## config.mk

```make
export PLATFORM = sky130hd
export DESIGN_NAME = pmem_arbiter
export DESIGN_NICKNAME = d
export VERILOG_FILES = /design/src/rtl/pmem_arbiter.sv
export SDC_FILE = /design/constraint.sdc
export NUM_CORES = 1
export LEC_CHECK = 0
export CAP_MARGIN = 20
export CORE_AREA = 4 4 270 272
export DETAILED_ROUTE_END_ITERATION = 10
export DIE_AREA = 0 0 274 276
export PLACE_DENSITY = 0.47
export SYNTH_ARGS = -nofsm -noshare
export SYNTH_HDL_FRONTEND = slang
export SYNTH_SLANG_ARGS = --single-unit
```

## constraint.sdc

```tcl
create_clock -name clk -period 2.46 [get_ports clk]
set_input_delay 0.369 -clock clk [delete_from_list [all_inputs] [get_ports clk]]
set_output_delay 0.369 -clock clk [all_outputs]
set_load 0.02 [all_outputs]
```

## src/rtl/pmem_arbiter.sv

```systemverilog
// Shares one physical-memory port between the I-cache and the D-cache, one line transfer at a time.
// The D-cache wins by default; a streak counter forces an I grant after MAX_DSTREAK back-to-back D grants.
module pmem_arbiter #(
    parameter int unsigned ADDR_W      = 16,
    parameter int unsigned LINE_W      = 128,
    parameter int unsigned MAX_DSTREAK = 4
) (
    input  logic              clk,
    input  logic              rst_n,
    input  logic              i_read,
    input  logic [ADDR_W-1:0] i_addr,
    output logic [LINE_W-1:0] i_rdata,
    output logic              i_resp,
    input  logic              d_read,
    input  logic              d_write,
    input  logic [ADDR_W-1:0] d_addr,
    input  logic [LINE_W-1:0] d_wdata,
    output logic [LINE_W-1:0] d_rdata,
    output logic              d_resp,
    output logic              pmem_read,
    output logic              pmem_write,
    output logic [ADDR_W-1:0] pmem_addr,
    output logic [LINE_W-1:0] pmem_wdata,
    input  logic [LINE_W-1:0] pmem_rdata,
    input  logic              pmem_resp,
    output logic              arb_busy
);

    typedef enum logic [2:0] {
        IDLE,
        I_BUSY,
        D_BUSY,
        I_RESP,
        D_RESP
    } state_t;

    localparam logic [3:0] STREAK_MAX = 4'(MAX_DSTREAK);

    state_t            state_q,   state_d;
    logic [ADDR_W-1:0] addr_q,    addr_d;
    logic [LINE_W-1:0] wdata_q,   wdata_d;
    logic              rd_q,      rd_d;
    logic              wr_q,      wr_d;
    logic [LINE_W-1:0] i_rdata_q, i_rdata_d;
    logic [LINE_W-1:0] d_rdata_q, d_rdata_d;
    logic [3:0]        dstreak_q, dstreak_d;

    logic d_req;
    logic i_win;

    assign d_req = d_read | d_write;
    assign i_win = i_read & (~d_req | (dstreak_q == STREAK_MAX));

    always_comb begin
        state_d   = state_q;
        addr_d    = addr_q;
        wdata_d   = wdata_q;
        rd_d      = rd_q;
        wr_d      = wr_q;
        i_rdata_d = i_rdata_q;
        d_rdata_d = d_rdata_q;
        dstreak_d = dstreak_q;

        unique case (state_q)
            IDLE: begin
                if (i_win) begin
                    state_d   = I_BUSY;
                    addr_d    = i_addr;
                    wdata_d   = '0;
                    rd_d      = 1'b1;
                    wr_d      = 1'b0;
                    dstreak_d = '0;
                end else if (d_req) begin
                    // A simultaneous read+write request is resolved as a write.
                    state_d = D_BUSY;
                    addr_d  = d_addr;
                    wdata_d = d_wdata;
                    rd_d    = ~d_write;
                    wr_d    = d_write;
                    if (!i_read) begin
                        dstreak_d = '0;
                    end else if (dstreak_q != STREAK_MAX) begin
                        dstreak_d = dstreak_q + 4'd1;
                    end
                end
            end
            I_BUSY: begin
                if (pmem_resp) begin
                    state_d   = I_RESP;
                    i_rdata_d = pmem_rdata;
                    rd_d      = 1'b0;
                    wr_d      = 1'b0;
                end
            end
            D_BUSY: begin
                if (pmem_resp) begin
                    state_d   = D_RESP;
                    d_rdata_d = pmem_rdata;
                    rd_d      = 1'b0;
                    wr_d      = 1'b0;
                end
            end
            I_RESP:  state_d = IDLE;
            D_RESP:  state_d = IDLE;
            default: state_d = IDLE;
        endcase
    end

    always_ff @(posedge clk or negedge rst_n) begin
        if (!rst_n) begin
            state_q   <= IDLE;
            addr_q    <= '0;
            wdata_q   <= '0;
            rd_q      <= 1'b0;
            wr_q      <= 1'b0;
            i_rdata_q <= '0;
            d_rdata_q <= '0;
            dstreak_q <= '0;
        end else begin
            state_q   <= state_d;
            addr_q    <= addr_d;
            wdata_q   <= wdata_d;
            rd_q      <= rd_d;
            wr_q      <= wr_d;
            i_rdata_q <= i_rdata_d;
            d_rdata_q <= d_rdata_d;
            dstreak_q <= dstreak_d;
        end
    end

    assign pmem_read  = rd_q;
    assign pmem_write = wr_q;
    assign pmem_addr  = addr_q;
    assign pmem_wdata = wdata_q;
    assign i_rdata    = i_rdata_q;
    assign d_rdata    = d_rdata_q;
    assign i_resp     = (state_q == I_RESP);
    assign d_resp     = (state_q == D_RESP);
    assign arb_busy   = (state_q != IDLE);

endmodule

```

Word level (Yosys, flattened, before mapping)
Index checks and enable logic that the tools add are counted.
{"block": "op_classes", "n_addsub": 1, "n_eq_ne": 11, "muxes": 20, "n_bitwise": 5, "reduce_logical": 11}
{"operator": "two-way mux 128 bit", "n": 2}
{"operator": "two-way mux 16 bit", "n": 2}
{"operator": "two-way mux 4 bit", "n": 4}
{"operator": "two-way mux 3 bit", "n": 4}
{"operator": "one-hot mux 3 bit (3 select lines)", "n": 1}
{"operator": "AND reduction 3 bit", "n": 3}
{"operator": "== test 3 x 2 -> 1 bit, second input constant", "n": 2}
{"operator": "AND reduction 2 bit", "n": 3}
{"operator": "two-way mux 1 bit", "n": 5}
{"operator": "adder 4 x 1 -> 4 bit, second input constant", "n": 1}
{"operator": "== test 4 x 3 -> 1 bit, second input constant", "n": 1}
{"operator": "!= test 2 bit, second input constant", "n": 2}
{"operator": "!= test 4 x 3 -> 1 bit, second input constant", "n": 1}
{"operator": "one-hot mux 1 bit (2 select lines)", "n": 2}
{"operator": "nonzero test 2 bit", "n": 2}
{"operator": "== test 3 x 1 -> 1 bit, second input constant", "n": 1}
{"operator": "== test 3 bit, second input constant", "n": 1}
{"operator": "zero test 3 bit", "n": 1}
{"operator": "!= test 3 x 1 -> 1 bit, second input constant", "n": 1}
{"operator": "!= test 3 bit, second input constant", "n": 1}
{"operator": "nonzero test 3 bit", "n": 1}
{"operator": "!= test 2 x 1 -> 1 bit, second input constant", "n": 1}
{"operator": "inverter 1 bit", "n": 2}
{"operator": "bitwise OR 1 bit", "n": 2}
{"operator": "2 further kinds", "n": 2}
{"block": "totals", "ff_bits": 409, "inputBits": 294, "out_inout_bits": 405, "wordCells": 56}

Depth between registers and ports, before layout
{"block": "depth", "depth_word": 6, "mapped_depth": 9, "mapped_depth_nobuf": 6}

Worst setup path before layout
Ideal clock, no wire load.
{"block": "synth_timing", "path_kind": "register -> register", "startpoint": "register dstreak_q[0]", "endpoint": "register wdata_q[0], in the netlist pmem_wdata[0]", "setup_time_ns": 0.066, "arrival_time_ns": 1.579, "required_time_ns": 2.394, "path_slack_ns": 0.815, "stages_incl_launch_ff": 10, "n_path_buf": 3, "period_less_slack_ns": 1.645, "cell_sequence": "dfrtp_1 -> inv_1 -> ha_1 -> and3b_1 -> o21a_1 -> buf_6 -> nor2_8 -> buf_8 -> buf_8 -> a22o_1"}
{"block": "synth_between", "elab_chain_len": 5, "elab_cells_between_ends": 6, "cone_classes": "eq/ne: 1; mux: 1; bitwise: 2; reduce/logical: 2"}
{"element": "start, declared", "line": "46", "text": "logic [3:0] dstreak_q, dstreak_d;"}
{"element": "start signal, assigned", "line": "127", "text": "dstreak_q <= dstreak_d;"}
{"element": "== test 4 x 3 -> 1 bit *", "line": "52", "text": "assign i_win = i_read & (~d_req | (dstreak_q == STREAK_MAX));"}
{"element": "bitwise OR 1 bit *", "line": "52"}
{"element": "AND 1 bit *", "line": "52"}
{"element": "nonzero test 2 bit (no source line)"}
{"element": "AND reduction 2 bit (no source line)"}
{"element": "end signal, assigned", "line": "122", "text": "wdata_q <= wdata_d;"}
{"element": "end, declared", "line": "41", "text": "logic [LINE_W-1:0] wdata_q, wdata_d;"}
Every way passes the cells marked *; elsewhere a longest branch is shown, timed or not.
A chain may end at the register's enable or synchronous reset.

Worst setup path in the final report
{"block": "layout_timing", "startpoint": "register state_q[1]", "endpoint": "output d_resp"}
{"block": "layout_between", "elab_chain_len": 1}
{"element": "start, declared", "line": "39", "text": "state_t state_q, state_d;"}
{"element": "start signal, assigned", "line": "120", "text": "state_q <= state_d;"}
{"element": "== test 3 bit", "line": "138", "text": "assign d_resp = (state_q == D_RESP);"}
{"element": "end, declared", "line": "19", "text": "output logic d_resp,"}
No other way between the ends.

==> results_dict.tcl <==
set metrics [dict create \
    place_area_sq_mm 0.0237 \
    postSynthCellCount 965 \
    die_h_microns 276 \
    grt_first_pass_wirelength_microns 83500 \
    p_sw_frac 0.367 \
    num-nets-final 2002 \
    wl_per_cell_microns 21.1 \
    viasPerCell 4.15 \
    grt_antenna_before_repair 5 \
    post-route-drc-count 0 \
    synth_nets 1261 \
    clkPwrFrac 0.198 \
    path_class "reg2out" \
    gp_congestion 0.784 \
    rrSetupSlack_ns 0.50 \
    synth_flop_cell "dfrtp_1" \
    post_route_cells_drive_above_1_share 0.143 \
    die_w_microns 274 \
    cts_setup_buffers 0 \
    clockBufferDepth 3 \
    drt_iter0_drc 409 \
    synth-warning-count 0 \
    synthArstFlopShare 1.00 \
    path_clk_slew_ns 0.06 \
    tightestPinTransition_ns 0.560 \
    cp_max_fo 7 \
    numCtsBuffers 49 \
    hold_viol_final 0 \
    io_buffers 698 \
    core_area_sq_mm 0.0708 \
    ys_types 39 \
    ys_ff_latch 409 \
    relSlewSlack 0.627 \
    end_kind "output port" \
    grt_pass1_vias 12400 \
    firstDrtPassIters 4 \
    grt_max_degree 62 \
    skew_ns 0.0201 \
    rsz0062_at_grt "false" \
    drv_slew 0 \
    track_usage 0.144 \
    design_area_sq_mm 0.0253 \
    antenna_left 0 \
    die_area_sq_mm 0.0756 \
    ioPinCount 699 \
    fmax_mhz 429 \
    startpoint_type "flop" \
    clk_latency_ns 0.58 \
    avgSynthCellArea_sq_um 16.0 \
    hold_path_class "in2reg" \
    vias 11200 \
    htree_levels 2 \
    arrival_ns 1.96 \
    ys_seq_area_frac 0.663 \
    cp.required_ns 2.09 \
    grt_overflow 0 \
    comb_power_share 0.482 \
    drv_cap 0 \
    cts_sinks 409 \
    num_rows 98 \
    area_growth_pct 64.3 \
    power.switching_mw 13.6 \
    cts_tree "done" \
    synth_edf_count 0 \
    fin_crit_ns 2.33 \
    fill_cells 6862 \
    p_int_mw 23.4 \
    tns_ns 0 \
    netlist_area_sq_mm 0.0154 \
    cts_root_buffer "clkbuf_16" \
    routed_wl_microns 56800 \
    seqPwrFrac 0.320 \
    finalCritPeriodShare 0.948 \
    setup_violations 0 \
    total_power_mw 36.9 \
    outcome "finished clean" \
    vdd_ir_drop_max_mv 0.666 \
    dp_hpwl_microns 43700 \
    power_density_mw_per_mm2 1460 \
    initial_core_util 0.218 \
    leakagePower_nw 10.7 \
]
critical path, cell delays in order, from the launching register on:
cell,delay (ns)
dfrtp_1,0.46
nor2_1,0.15
and2_1,0.14
clkdlybuf4s50_1,0.64
registers in the layout (all words and copies together), names as in the netlist:
| register | cells |
|---|---|
| pmem_read | 1 |
| i_rdata | 128 |
| pmem_addr | 16 |
| state_q | 3 |
| dstreak_q | 4 |
| d_rdata | 128 |
| pmem_wdata | 128 |
| pmem_write | 1 |
final cells by class:
| cell class | count | area (sq um) | share of cell area |
|---|---|---|---|
| inverter | 5 | 18.8 | 0.000740 |
| sequential | 409 | 10200 | 0.404 |
| clock inverter | 8 | 146 | 0.00577 |
| clock buffer | 75 | 1480 | 0.0582 |
| tap | 950 | 1190 | 0.0469 |
| multi-input combinational | 487 | 4610 | 0.182 |
| antenna | 5 | 12.5 | 0.000494 |
| timing repair buffer | 754 | 7660 | 0.302 |
cells in the final DEF, fill, tap and decap left out, types with 2 or more instances in the layout:
cell type,Yosys,layout
clkdlybuf4s50_1,0,696
and2_1,2,2
nor3_2,1,2
clkbuf_16,0,50
dfrtp_1,409,409
mux2_1,140,140
buf_4,27,35
mux2_2,107,107
clkbuf_1,2,12
diode_2,0,5
inv_1,5,5
clkbuf_8,0,13
buf_12,0,20
o21ai_0,3,2
bufinv_16,0,3
clkinvlp_4,0,2
ha_1,2,2
a22o_1,128,128
nor2_1,18,18
nand2_1,20,20
o21ai_1,1,2
a21oi_1,35,35
mux2_4,9,9
cell families (layout without fill, tap and decap cells):
kind of cell               count (synthesis)  after routing  synth area share
buffers and inverters                     69            842            0.0386
adders and majority gates                  2              2           0.00162
other                                      0              5                 0
AOI/OAI and AO/OA                        175            175            0.0894
and+or+nand+nor                           54             54            0.0181
DFF                                      409            409             0.663
muxes                                    256            256             0.189
repair_timing:
action | in CTS | in global routing
endpoints found under the hold margin | 46 | 0
setup endpoints to repair | 1 | 0
resized for setup | 1 | 0
hold buffers | 1 | 0
synthesized netlist by cell type (2+ instances only):
master / count / area, sq um
ha_1: 2 / 25.0
inv_1: 5 / 18.8
mux2_1: 140 / 1580
a22o_1: 128 / 1120
nor2_1: 18 / 67.6
buf_4: 27 / 203
buf_2: 11 / 55.1
o21ai_0: 3 / 15.0
mux2_2: 107 / 1200
dfrtp_1: 409 / 10200
mux2_4: 9 / 135
buf_6: 13 / 146
clkbuf_1: 2 / 7.51
nor3_1: 2 / 10.0
buf_8: 11 / 165
and2_1: 2 / 12.5
nand2_1: 20 / 75.1
a21oi_1: 35 / 175
worst paths after layout:
check / start / to / depth (start not counted)
worst max-delay path: state_q[1] / d_resp / 3
worst min-delay path: d_addr[9] / pmem_addr[9] / 3
worst max register to register: dstreak_q[0] / pmem_wdata[23] / 7
worst min register to register: i_rdata[34] / i_rdata[34] / 1
max in group asynchronous: rst_n / pmem_addr[3] / 3
min in group asynchronous: rst_n / pmem_wdata[123] / 2
power by group through the flow:
stage	registers [mW]	clock network, mW	logic [mW]
after floorplan	15.6	0	4.91
after global placement	11.9	0	18.0
after detailed placement	11.9	0	18.1
after CTS	11.9	7.61	18.1
after global routing	12.2	7.88	18.8
final	11.8	7.32	17.8
metrics by stage:
stage / hold slack, ns / setup slack [ns] / cells / utilization
4_1_cts: 0.287 / 0.0793 / 2688 / 0.358
5_1_grt: 0.309 / 0.00500 / 2693 / 0.358
3_3_place_gp: 0.386 / 0.181 / 2604 / 0.335
6_report: 0.333 / 0.128 / 2693 / 0.358
2_1_floorplan: 0.0734 / 0.815 / 965 / -
3_5_place_dp: 0.389 / 0.164 / 2604 / 0.335
per-layer routing:
metal | vias up | global-route usage | wire length, microns
met5 | - | 0 | 0
met4 | 0 | 0.0632 | 2340
met3 | 100 | 0.0515 | 4960
met2 | 437 | 0.255 | 28700
met1 | 5649 | 0.155 | 20700
li1 | 4997 | - | -
(Power assumes the default switching activity.)
